`src/rtl/pwrgood_monitor.sv`:
```
// Synchronizes and debounces four user-area power-good flags, latches rise/fall events with a maskable irq, iomem register access.
// Optional debounce path enabled by `PWRGOOD_MON_DEBOUNCE_EN; without it clean flags follow the synchronizer directly.
module pwrgood_monitor #(
  parameter logic [31:0] BASE_ADR = 32'h2F00_0100,
  parameter int unsigned CNT_W    = 16
) (
  input  logic        clk,
  input  logic        resetn,
  input  logic [31:0] iomem_addr,
  input  logic        iomem_valid,
  input  logic [3:0]  iomem_wstrb,
  input  logic [31:0] iomem_wdata,
  output logic [31:0] iomem_rdata,
  output logic        iomem_ready,
  input  logic [3:0]  raw_pwrgood,
  output logic        usr1_vcc_pwrgood,
  output logic        usr2_vcc_pwrgood,
  output logic        usr1_vdd_pwrgood,
  output logic        usr2_vdd_pwrgood,
  output logic        pwrgood_irq
);

  localparam logic [7:0] OFS_STATUS   = 8'h00;
  localparam logic [7:0] OFS_EVENT    = 8'h04;
  localparam logic [7:0] OFS_IRQ_EN   = 8'h08;
  localparam logic [7:0] OFS_DEBOUNCE = 8'h0c;

  logic [3:0]  sync1, sync2, clean, clean_nxt;
  logic [7:0]  event_q, irq_en, event_set, event_clr;
  logic [7:0]  ofs;
  logic        acc, wr;
  logic [31:0] rd_mux, debounce_rd;
  logic        unused_bits;

  assign ofs = iomem_addr[7:0];
  assign acc = iomem_valid && !iomem_ready && (iomem_addr[31:8] == BASE_ADR[31:8]);
  assign wr  = acc && (iomem_wstrb != 4'b0000);

  always_ff @(posedge clk or negedge resetn) begin
    if (!resetn) begin
      sync1 <= 4'b0;
      sync2 <= 4'b0;
    end else begin
      sync1 <= raw_pwrgood;
      sync2 <= sync1;
    end
  end

`ifdef PWRGOOD_MON_DEBOUNCE_EN
  logic [CNT_W-1:0] limit;
  logic [CNT_W-1:0] cnt [4];

  // >= rather than == so a limit lowered below a running count still releases
  always_comb begin
    clean_nxt = clean;
    for (int i = 0; i < 4; i++) begin
      if (sync2[i] != clean[i] && cnt[i] >= limit) clean_nxt[i] = sync2[i];
    end
  end

  always_ff @(posedge clk or negedge resetn) begin
    if (!resetn) begin
      clean <= 4'b0;
      limit <= CNT_W'(16'h00FF);
      for (int i = 0; i < 4; i++) cnt[i] <= '0;
    end else begin
      clean <= clean_nxt;
      for (int i = 0; i < 4; i++) begin
        if (sync2[i] == clean[i] || cnt[i] >= limit) cnt[i] <= '0;
        else                                         cnt[i] <= cnt[i] + CNT_W'(1);
      end
      if (wr && ofs == OFS_DEBOUNCE) begin
        for (int b = 0; b < int'(CNT_W); b++) begin
          if (iomem_wstrb[b/8]) limit[b] <= iomem_wdata[b];
        end
      end
    end
  end

  assign debounce_rd = {{(32-CNT_W){1'b0}}, limit};
  assign unused_bits = ^{iomem_wdata[31:16], iomem_wstrb[3:2]};
`else
  assign clean       = sync2;
  assign clean_nxt   = sync1;
  assign debounce_rd = 32'h0;
  assign unused_bits = ^{iomem_wdata[31:8], iomem_wstrb[3:1]};
`endif

  // set has priority over a same-cycle write-1-to-clear
  assign event_set = {clean & ~clean_nxt, clean_nxt & ~clean};
  assign event_clr = (wr && ofs == OFS_EVENT && iomem_wstrb[0]) ? iomem_wdata[7:0] : 8'h00;

  always_comb begin
    rd_mux = 32'h0;
    case (ofs)
      OFS_STATUS:   rd_mux = {24'h0, sync2, clean};
      OFS_EVENT:    rd_mux = {24'h0, event_q};
      OFS_IRQ_EN:   rd_mux = {24'h0, irq_en};
      OFS_DEBOUNCE: rd_mux = debounce_rd;
      default:      rd_mux = 32'h0;
    endcase
  end

  always_ff @(posedge clk or negedge resetn) begin
    if (!resetn) begin
      event_q     <= 8'h00;
      irq_en      <= 8'h00;
      pwrgood_irq <= 1'b0;
      iomem_ready <= 1'b0;
      iomem_rdata <= 32'h0;
    end else begin
      event_q     <= (event_q & ~event_clr) | event_set;
      pwrgood_irq <= |(event_q & irq_en);
      iomem_ready <= acc;
      if (acc) iomem_rdata <= rd_mux;
      if (wr && ofs == OFS_IRQ_EN && iomem_wstrb[0]) irq_en <= iomem_wdata[7:0];
    end
  end

  assign usr1_vcc_pwrgood = clean[0];
  assign usr2_vcc_pwrgood = clean[1];
  assign usr1_vdd_pwrgood = clean[2];
  assign usr2_vdd_pwrgood = clean[3];

endmodule
```
`config.mk`:
```
export PLATFORM = sky130hd
export DESIGN_NAME = pwrgood_monitor
export DESIGN_NICKNAME = d
export VERILOG_FILES = /design/src/rtl/pwrgood_monitor.sv
export SDC_FILE = /design/constraint.sdc
export NUM_CORES = 1
export LEC_CHECK = 0
export ABC_AREA = 1
export BUFFER_PORTS_ARGS = -buffer_cell sky130_fd_sc_hd__buf_2
export CORE_UTILIZATION = 30
export DETAILED_ROUTE_END_ITERATION = 7
export SYNTH_ARGS = -nofsm -noshare
export SYNTH_HDL_FRONTEND = slang
export SYNTH_SLANG_ARGS = --single-unit
```
`constraint.sdc`:
```
create_clock -name clk -period 1.4 [get_ports clk]
set_clock_uncertainty 0.15 [all_clocks]
set_input_delay 0.14 -clock clk [delete_from_list [all_inputs] [get_ports clk]]
set_output_delay 0.14 -clock clk [all_outputs]
set_load 0.05 [all_outputs]
```
==> results of run 1 <==
[power groups by stage]
stage | registers, mW | clock network [mW] | logic, mW
6_report | 1.00 | 0.713 | 0.348
3_3_place_gp | 1.02 | 0 | 0.320
4_1_cts | 1.00 | 0.751 | 0.350
5_1_grt | 1.00 | 0.804 | 0.381
2_1_floorplan | 1.04 | 0 | 0.243
3_5_place_dp | 1.02 | 0 | 0.322
[state kept, by name (all words and copies together) (netlist names)]
signal	count
clean	4
iomem_rdata	8
irq_en	8
pwrgood_irq	1
iomem_ready	1
event_q	8
clean_nxt	4
[synth_stat cells]
| library cell | instances | area share [%] |
|---|---|---|
| nor2_4 | 3 | 1.8 |
| a221oi_1 | 1 | 0.47 |
| nor2_1 | 18 | 3.6 |
| nand2_1 | 82 | 16 |
| dfrtp_1 | 34 | 45 |
| a22o_1 | 1 | 0.47 |
| buf_6 | 1 | 0.60 |
| and2_1 | 2 | 0.67 |
| a21oi_1 | 1 | 0.27 |
| nand4_1 | 1 | 0.33 |
| inv_1 | 16 | 3.2 |
| buf_4 | 24 | 9.6 |
| nand4_2 | 1 | 0.67 |
| nor4_4 | 1 | 1.1 |
| conb_1 | 1 | 0.20 |
| buf_2 | 2 | 0.53 |
| or2_2 | 4 | 1.3 |
| nor2_2 | 1 | 0.33 |
| nand2_4 | 1 | 0.60 |
| inv_2 | 4 | 0.80 |
| nand3_1 | 43 | 11 |
[through the flow]
step | total power [mW] | TNS, ns | instances | cell area (µm²)
floorplan | 1.28 | -1.30 | 265 | 1960
global placement | 1.34 | -0.0956 | 381 | 2240
detailed placement | 1.34 | -0.287 | 381 | 2240
CTS | 2.11 | -0.413 | 403 | 2460
global route | 2.19 | -1.77 | 403 | 2460
finish | 2.07 | -0.173 | 403 | 2460
[layout by cell type (no fill, tap or decap)]
cell,synthesis,final
a21oi_1,1,1
a221oi_1,1,1
a22o_1,1,1
and2_1,2,2
buf_12,0,2
buf_2,2,61
buf_4,24,6
clkbuf_1,0,1
clkbuf_8,0,6
clkinv_2,0,1
conb_1,1,24
dfrtp_1,34,33
dfrtp_2,0,1
dlygate4sd3_1,0,13
inv_1,16,16
inv_2,4,4
nand2_1,82,82
nand2_4,1,1
nand3_1,43,43
nand4_1,1,1
nand4_2,1,1
nor2_1,18,18
nor2_2,1,1
nor2_4,3,3
nor4_4,1,1
or2_2,4,4
[critical path: stages, from the launching register on]
cell	delay, ns
dfrtp_2	0.40
inv_1	0.05
nand2_1	0.05
nor2_1	0.10
nand2_1	0.09
nor2_4	0.11
buf_12	0.15
nand2_4	0.08
nand2_1	0.09
nand2_1	0.05
[metal layers]
layer	global-route usage (%)	up-vias	wire length, µm
met5	0	-	0
met4	3.75	0	38
met3	3.26	6	250
met2	23.8	65	1890
met1	15.1	711	1700
li1	-	891	-
[kinds of logic (layout without fill, tap and decap cells)]
group,Yosys count,in the layout
buffers and inverters,47,110
other,1,24
flip-flops,34,34
AND/OR/NAND/NOR,157,157
AO/OA/AOI/OAI,3,3
[worst max path at each step]
stage / depth (start not counted) / startpoint / end
5_1_grt: 9 / iomem_ready / irq_en[2]
3_5_place_dp: 9 / iomem_ready / irq_en[1]
3_3_place_gp: 9 / iomem_ready / irq_en[7]
4_1_cts: 9 / iomem_ready / irq_en[5]
6_report: 9 / iomem_ready / irq_en[3]
2_1_floorplan: 9 / iomem_ready / event_q[6]
[what timing repair did]
item,CTS,global route
endpoints found under the setup margin,15,16
hold buffers,13,0
setup buffers,1,0
endpoints found under the hold margin,48,0
[layout make-up]
| cell class | count | area [µm²] |
|---|---|---|
| multi-input cells | 184 | 832 |
| fillers | 644 | 3490 |
| clock buffers | 7 | 86.3 |
| repair buffers | 82 | 520 |
| clock inverters | 1 | 5.00 |
| inverters | 20 | 75.1 |
| well taps | 75 | 93.8 |
| flip-flops and latches | 34 | 852 |
==> metrics, run 1 <==
Post-CTS Resized=0; CTS root buf=clkbuf_8; largest family of logic cells by synthesized area=simple AND/OR/NAND/NOR gates; first-pass GRT wire length=6660 µm; share of cells above drive strength 1=28.0%; CTS buffer count=5; Iter 0 DRT Violations=37; synthesized area=0.00187 mm²; via count=1,673; drt total wl=3880 µm; proportion of synthesized area in mux cells=0%; compound-gate portion of the synthesized area=1.20%; status=finished, violations left; die area=0.00656 mm²; FMAX=699 MHz; Data arrival, critical path=1.45 ns; xor-xnor portion of the synthesized cell area=0%; final worst path period need=1.43 ns; worst hold path class=in -> async; clk_lat worst skew=0.28 ns; initial antenna violation count=0; Crit Path Class=reg -> reg; failing checks=setup timing; NetSw=574 µW; Peak VDD IR=713 µV; Flop pwr share=48.6%; crit start category=register; Synth cell types=21; Adder-Cell Fraction of Synth Area=0%; Longest Clk Path Bufs=2; nets@finish=402; Worst R2R End=irq_en[3]; register area share after synthesis=45.4%; Die Wd=81.0 µm; Layout area overhead=31.6%; gr ovfl total=0; max-cap violation count=0; I/O pins=113; Vias/cell=4.15; Pre-antenna DRT Iters=4; Hold Fails Final Rpt=0; unrepaired setup endpoints after global routing=true; post-synthesis cell count=242; Pwr Density=838 mW/mm²; largest net degree at the start of global routing=22; Final period util=102%; #FFs+latches synth=34; worst reg2reg path depth=9; Sw Share=27.8%; die height=81.0 µm; Int Power=1.49 mW; I/O Buffers=61; Syn. warnings=0; # DRC=0; worst hold margin=0.138 ns; fin util=41.4%; vias in the first global route=1,575; Max FO, Critical Path=17; diodes inserted=0; FP Rows=28; Routed Antenna Nets=0; routed len/inst=9.62 µm; Detail Placement HPWL=3180 µm; Logic pwr share=16.8%; Worst R2R Setup Slack=-0.03 ns; GRT Util Overall=13.1%; Slew Viols, Final=0; synthesized area per cell=7.74 µm²; CP required=1.42 ns; core area=0.00596 mm²; Synth Area in Simple Gates=38.4%; Final Setup Violations=8; H-tree depth=2; clock network power share=34.5%; setup ws final=-0.0301 ns; r2r startpoint=iomem_ready; global placer's final weighted congestion=0.770; CTS tree=done; Starting Density=31.4%; clk slew on worst S/H paths=0.06 ns; dpl ws=-0.0394 ns; crit path capture type=register; CTS sink cnt=34; Leakage Power=1.38 nW
No activity file was read; power rests on OpenSTA's default activity.
==> run 2: changes to the inputs <==
--- a/config.mk
+++ b/config.mk
@@ -9,6 +9,7 @@
 export BUFFER_PORTS_ARGS = -buffer_cell sky130_fd_sc_hd__buf_2
 export CORE_UTILIZATION = 30
 export DETAILED_ROUTE_END_ITERATION = 7
+export REMOVE_ABC_BUFFERS = 1
 export SYNTH_ARGS = -nofsm -noshare
 export SYNTH_HDL_FRONTEND = slang
 export SYNTH_SLANG_ARGS = --single-unit
==> metrics, run 2 (synthesized netlist as in run 1, its figures left out) <==
status=complete, no violations; clk_lat worst skew=0.29 ns (about the same); CP Cell Sequence=inv_2 > nand2_2 > nor2_4 > nand2_2 > nor2_4 > buf_12 > nand2_8 > nand2_1 > nand2_1; Layout area overhead=32.0%; Peak VDD IR=502 µV (-30%); Data arrival, critical path=1.41 ns (-0.04 ns); CTS sink cnt=34 (unchanged); top flop regs=event_q: 8 flops, iomem_rdata: 8 flops, irq_en: 8 flops; drt total wl=3840 µm (-0.85%); most frequent cells in the layout=nand2_1, buf_2, nand3_1; crit start category=register; final worst path period need=1.38 ns (-0.0482 ns); Tot Pwr=2.09 mW (+1.2%); HP Start=iomem_wstrb[0]; largest net degree at the start of global routing=35 (+59%); family with the most delay on the worst path=simple AND/OR/NAND/NOR gates; GRT Util Overall=13.3% (+0.14 points); Vias/cell=4.20 (+1.1%); NetSw=602 µW (+5.0%); H-tree depth=2 (unchanged); Iter 0 DRT Violations=44 (+19%); Leakage Power=1.36 nW (-1.3%); CTS root buf=clkbuf_8; core area=0.00596 mm² (unchanged); via count=1,692 (+1.1%); most common cell after layout, fill and taps aside=nand2_1; unrepaired setup endpoints after global routing=true; Pwr Density=846 mW/mm² (+0.93%); Worst R2R End=irq_en[4]; worst hold endpoint=irq_en[2]; share of cells above drive strength 1=29.0% (+0.91 points); # DRC=0 (unchanged); Logic pwr share=16.6% (-0.2 points); worst hold path class=in -> reg; Worst Hold Depth=6; Worst R2R Setup Slack=0.02 ns (+0.05 ns); Slew Viols, Final=0 (unchanged); Routed Antenna Nets=0 (unchanged); WP buf/inv=2 (unchanged); Crit Path Class=reg -> reg; Pre-antenna DRT Iters=4 (unchanged); CP required=1.43 ns (about the same); first-pass GRT wire length=6540 µm (-1.8%); I/O Buffers=61 (unchanged); Worst path slowest cell=dfrtp_1; nets@finish=402 (unchanged); Starting Density=31.4% (unchanged); Final period util=98.7% (-3.4 points); Max FO, Critical Path=18 (+1); die height=81.0 µm (unchanged); Longest Clk Path Bufs=2 (unchanged); CTS tree=done; diodes inserted=0 (unchanged); Max stage delay on crit path=0.38 ns (-0.02 ns); Sw Share=28.8% (+1.0 points); die area=0.00656 mm² (unchanged); vias in the first global route=1,530 (-2.9%); Final Setup Violations=0 (-8); initial antenna violation count=0 (unchanged); I/O pins=113 (unchanged); fin util=41.5% (+0.13 points); Die Wd=81.0 µm (unchanged); Hold Fails Final Rpt=0 (unchanged); crit path capture type=register; max-cap violation count=0 (unchanged); FMAX=724 MHz (+3.5%); CTS buffer count=5 (unchanged); gr ovfl total=0 (unchanged); Int Power=1.49 mW (-0.20%); FP Rows=28 (unchanged); r2r startpoint=iomem_ready; clock network power share=35.4% (+0.9 points); Flop pwr share=48.0% (-0.6 points); clk slew on worst S/H paths=0.07 ns (about the same); Detail Placement HPWL=3060 µm (-3.8%); routed len/inst=9.54 µm (-0.85%); worst reg2reg path depth=9 (unchanged); global placer's final weighted congestion=0.794 (+3.2%)
## run 2: worst max-delay path by stage
stage                 from  slack [ns]   endpoint  depth (start not counted)
2_1_floorplan  iomem_ready       -0.24  irq_en[0]                          8
4_1_cts        iomem_ready      -0.003  irq_en[6]                          9
3_3_place_gp   iomem_ready        0.02  irq_en[2]                          9
6_report       iomem_ready        0.02  irq_en[4]                          9
3_5_place_dp   iomem_ready        0.01  irq_en[6]                          9
5_1_grt        iomem_ready       -0.11  irq_en[6]                          9
## run 2: area by class of cell
type                            instances  area, µm²
Clock buffer                            7       86.3
Timing Repair Buffer                   82        508
Tap cell                               75       93.8
Fill cell                             623       3480
Inverter                               20       75.1
Multi-Input combinational cell        184        853
Clock inverter                          1       5.00
Sequential cell                        34        851
## run 2: routing by layer
metal | routed length [µm] | vias up | part of all wire (%) | global-route usage [%]
met2 | 1770 | 73 | 46 | 22.6
met4 | 85 | 0 | 2.2 | 5.89
met5 | 0 | - | 0 | 0
met1 | 1660 | 720 | 43 | 15.8
li1 | - | 889 | - | -
met3 | 324 | 10 | 8.4 | 3.03
## run 2: metrics by stage
stage / cell area (µm²) / hold slack (ns) / setup slack (ns) / std cells / TNS, ns
after floorplan: 1760 / -0.306 / -0.239 / 238 / -3.87
after global placement: 2220 / 0.0455 / 0.0227 / 381 / 0
after detailed placement: 2220 / 0.0489 / 0.0105 / 381 / 0
after CTS: 2460 / 0.156 / -0.00270 / 403 / -0.00270
after global routing: 2470 / 0.175 / -0.114 / 403 / -1.35
final: 2470 / 0.159 / 0.0181 / 403 / 0
## run 2: power groups by stage
stage          clock [mW]  combinational [mW]  sequential [mW]
2_1_floorplan           0               0.189             1.04
3_3_place_gp            0               0.317             1.02
3_5_place_dp            0               0.320             1.02
4_1_cts             0.772               0.348             1.00
5_1_grt             0.817               0.379             1.00
6_report            0.740               0.347             1.00
## run 2: what timing repair did
item,in CTS,in global routing
resized for setup,1,5
hold buffers,13,0
endpoints found under the setup margin,7,17
hold endpoints to repair,51,0
gates cloned,0,0
buffers inserted,1,0
## run 2: worst reg2reg max path, delay by kind of cell, from the launching register on
| kind | cells | cell delay, ns |
|---|---|---|
| buffers and inverters | 2 | 0.22 |
| flip-flops | 1 | 0.38 |
| AND/OR/NAND/NOR | 7 | 0.53 |
==> run 3: changes to the inputs <==
--- a/config.mk
+++ b/config.mk
@@ -7,7 +7,7 @@
 export LEC_CHECK = 0
 export ABC_AREA = 1
 export BUFFER_PORTS_ARGS = -buffer_cell sky130_fd_sc_hd__buf_2
-export CORE_UTILIZATION = 30
+export CORE_UTILIZATION = 25
 export DETAILED_ROUTE_END_ITERATION = 7
 export REMOVE_ABC_BUFFERS = 1
 export SYNTH_ARGS = -nofsm -noshare
==> metrics, run 3 (synthesized netlist as in run 1, its figures left out) <==
status=complete, no violations; Starting Density=25.8% (-5.6 points); gr ovfl total=0 (unchanged); crit start category=register; final worst path period need=1.39 ns (+0.0116 ns); Final period util=99.5% (+0.83 points); family with the most delay on the worst path=simple AND/OR/NAND/NOR gates; area of the multi-input gates=841 µm² (-1.5%); share of cells above drive strength 1=27.5% (-1.4 points); Vias/cell=3.99 (-5.1%); nets@finish=401 (-0.25%); Routed Antenna Nets=0 (unchanged); fin area=0.00248 mm² (+0.40%); Worst Hold Depth=6 (unchanged); Iter 0 DRT Violations=86 (+95%); Data arrival, critical path=1.43 ns (+0.02 ns); Pwr Density=843 mW/mm² (-0.29%); Hold Fails Final Rpt=0 (unchanged); CTS root buf=clkbuf_8; CTS buffer count=5 (unchanged); worst reg2reg path depth=9 (unchanged); top flop regs=event_q: 8 flops, iomem_rdata: 8 flops, irq_en: 8 flops; Crit Path Class=reg -> reg; global placer's final weighted congestion=0.781 (-1.7%); clk slew on worst S/H paths=0.07 ns (about the same); I/O Buffers=61 (unchanged); fin util=34.2% (-7.3 points); Peak VDD IR=466 µV (-7.3%); drt total wl=4070 µm (+5.8%); # DRC=0 (unchanged); NetSw=605 µW (+0.50%); Final Setup Violations=0 (unchanged); Detail Placement HPWL=3200 µm (+4.5%); largest net degree at the start of global routing=35 (unchanged); crit path capture type=register; Flop pwr share=47.9% (about the same); CTS tree=done; Worst R2R Setup Slack=0.007 ns (about the same); die area=0.00784 mm² (+19%); most used cell, CP=nand2_1; CP required=1.43 ns (about the same); Longest Clk Path Bufs=2 (unchanged); Die Wd=88.6 µm (+9.3%); I/O pins=113 (unchanged); Worst R2R End=irq_en[2]; CTS sink cnt=34 (unchanged); Pre-antenna DRT Iters=4 (unchanged); Leakage Power=1.36 nW (-0.50%); first-pass GRT wire length=6870 µm (+5.0%); GRT Util Overall=11.6% (-1.7 points); Sw Share=28.9% (+0.11 points); clock network power share=35.6% (+0.2 points); CP Cell Sequence=inv_1 > nand2_1 > nor2_1 > nand2_1 > nor2_4 > buf_12 > nand2_8 > nand2_1 > nand2_1; FMAX=718 MHz (-0.83%); Slew Viols, Final=0 (unchanged); final-layout fill cell count=795 (+28%); Worst path slowest cell=dfrtp_1; diodes inserted=0 (unchanged); clk_lat worst skew=0.29 ns (about the same); Layout area overhead=32.5%; Post-DP Area=0.00225 mm² (+1.4%); most frequent cells in the layout=nand2_1, buf_2, nand3_1; max-cap violation count=0 (unchanged); core area=0.00725 mm² (+22%); r2r startpoint=iomem_ready; Max stage delay on crit path=0.37 ns (about the same); H-tree depth=2 (unchanged); Reg area=851 µm² (unchanged); Int Power=1.49 mW (about the same); WP buf/inv=2 (unchanged); unrepaired setup endpoints after global routing=true; die height=88.6 µm (+9.3%); HP Start=iomem_wstrb[0]; worst hold endpoint=irq_en[4]; most common cell after layout, fill and taps aside=nand2_1; worst hold path class=in -> reg; FP Rows=31 (+11%); Logic pwr share=16.5% (about the same); vias in the first global route=1,544 (+0.92%); initial antenna violation count=0 (unchanged); via count=1,698 (+0.35%); Max FO, Critical Path=18 (unchanged); routed len/inst=9.54 µm (about the same)
## run 3: routing by layer
metal  GRT usage [%]  wire length [µm]
met1            13.9              1820
met4            3.52                52
met3            3.73               282
met5               0                 0
met2            19.7              1910
## run 3: final cells by class
cell class / count / area share [%]
Clock inverter: 1 / 0.202
Multi-Input combinational cell: 184 / 33.9
Tap cell: 99 / 4.99
Inverter: 20 / 3.02
Timing Repair Buffer: 81 / 20.2
Clock buffer: 7 / 3.48
Sequential cell: 34 / 34.3
## run 3: repair_timing
item,in CTS,in global routing
endpoints found under the setup margin,8,16
hold endpoints to repair,50,0
hold buffers,13,0
buffers inserted,0,0
gates resized for setup,1,0
## run 3: worst max-delay path by stage
stage	from	endpoint	slack, ns	cells after the start
floorplan	iomem_ready	irq_en[0]	-0.24	8
global placement	iomem_addr[28]	irq_en[2]	0.007	10
detailed placement	iomem_ready	irq_en[5]	-0.0004	9
CTS	iomem_ready	irq_en[5]	-0.01	9
global route	iomem_ready	event_q[5]	-0.11	9
finish	iomem_ready	irq_en[2]	0.007	9
## run 3: power groups by stage
stage          Combinational (mW)  Clock (mW)  Sequential, mW
3_3_place_gp                0.317           0            1.02
6_report                    0.345       0.745            1.00
4_1_cts                     0.347       0.781            1.00
5_1_grt                     0.379       0.820            1.00
3_5_place_dp                0.319           0            1.02
2_1_floorplan               0.189           0            1.04
## run 3: per-stage QoR
stage               cells  total power [mW]  setup TNS (ns)  hold slack [ns]  worst slack (ns)
finish                426              2.09               0            0.162           0.00653
global route          426              2.20           -1.24            0.178            -0.115
CTS                   426              2.13         -0.0263            0.164          -0.00988
detailed placement    405              1.34       -0.000355           0.0487         -0.000355
global placement      405              1.34               0           0.0487           0.00705
floorplan             238              1.23           -3.87           -0.306            -0.239
## run 3: worst reg2reg max path: cells and delay by family (launching register included)
kind                   cells  cell delay [ns]
buffers and inverters      2             0.21
flip-flops                 1             0.37
AND/OR/NAND/NOR            7             0.56
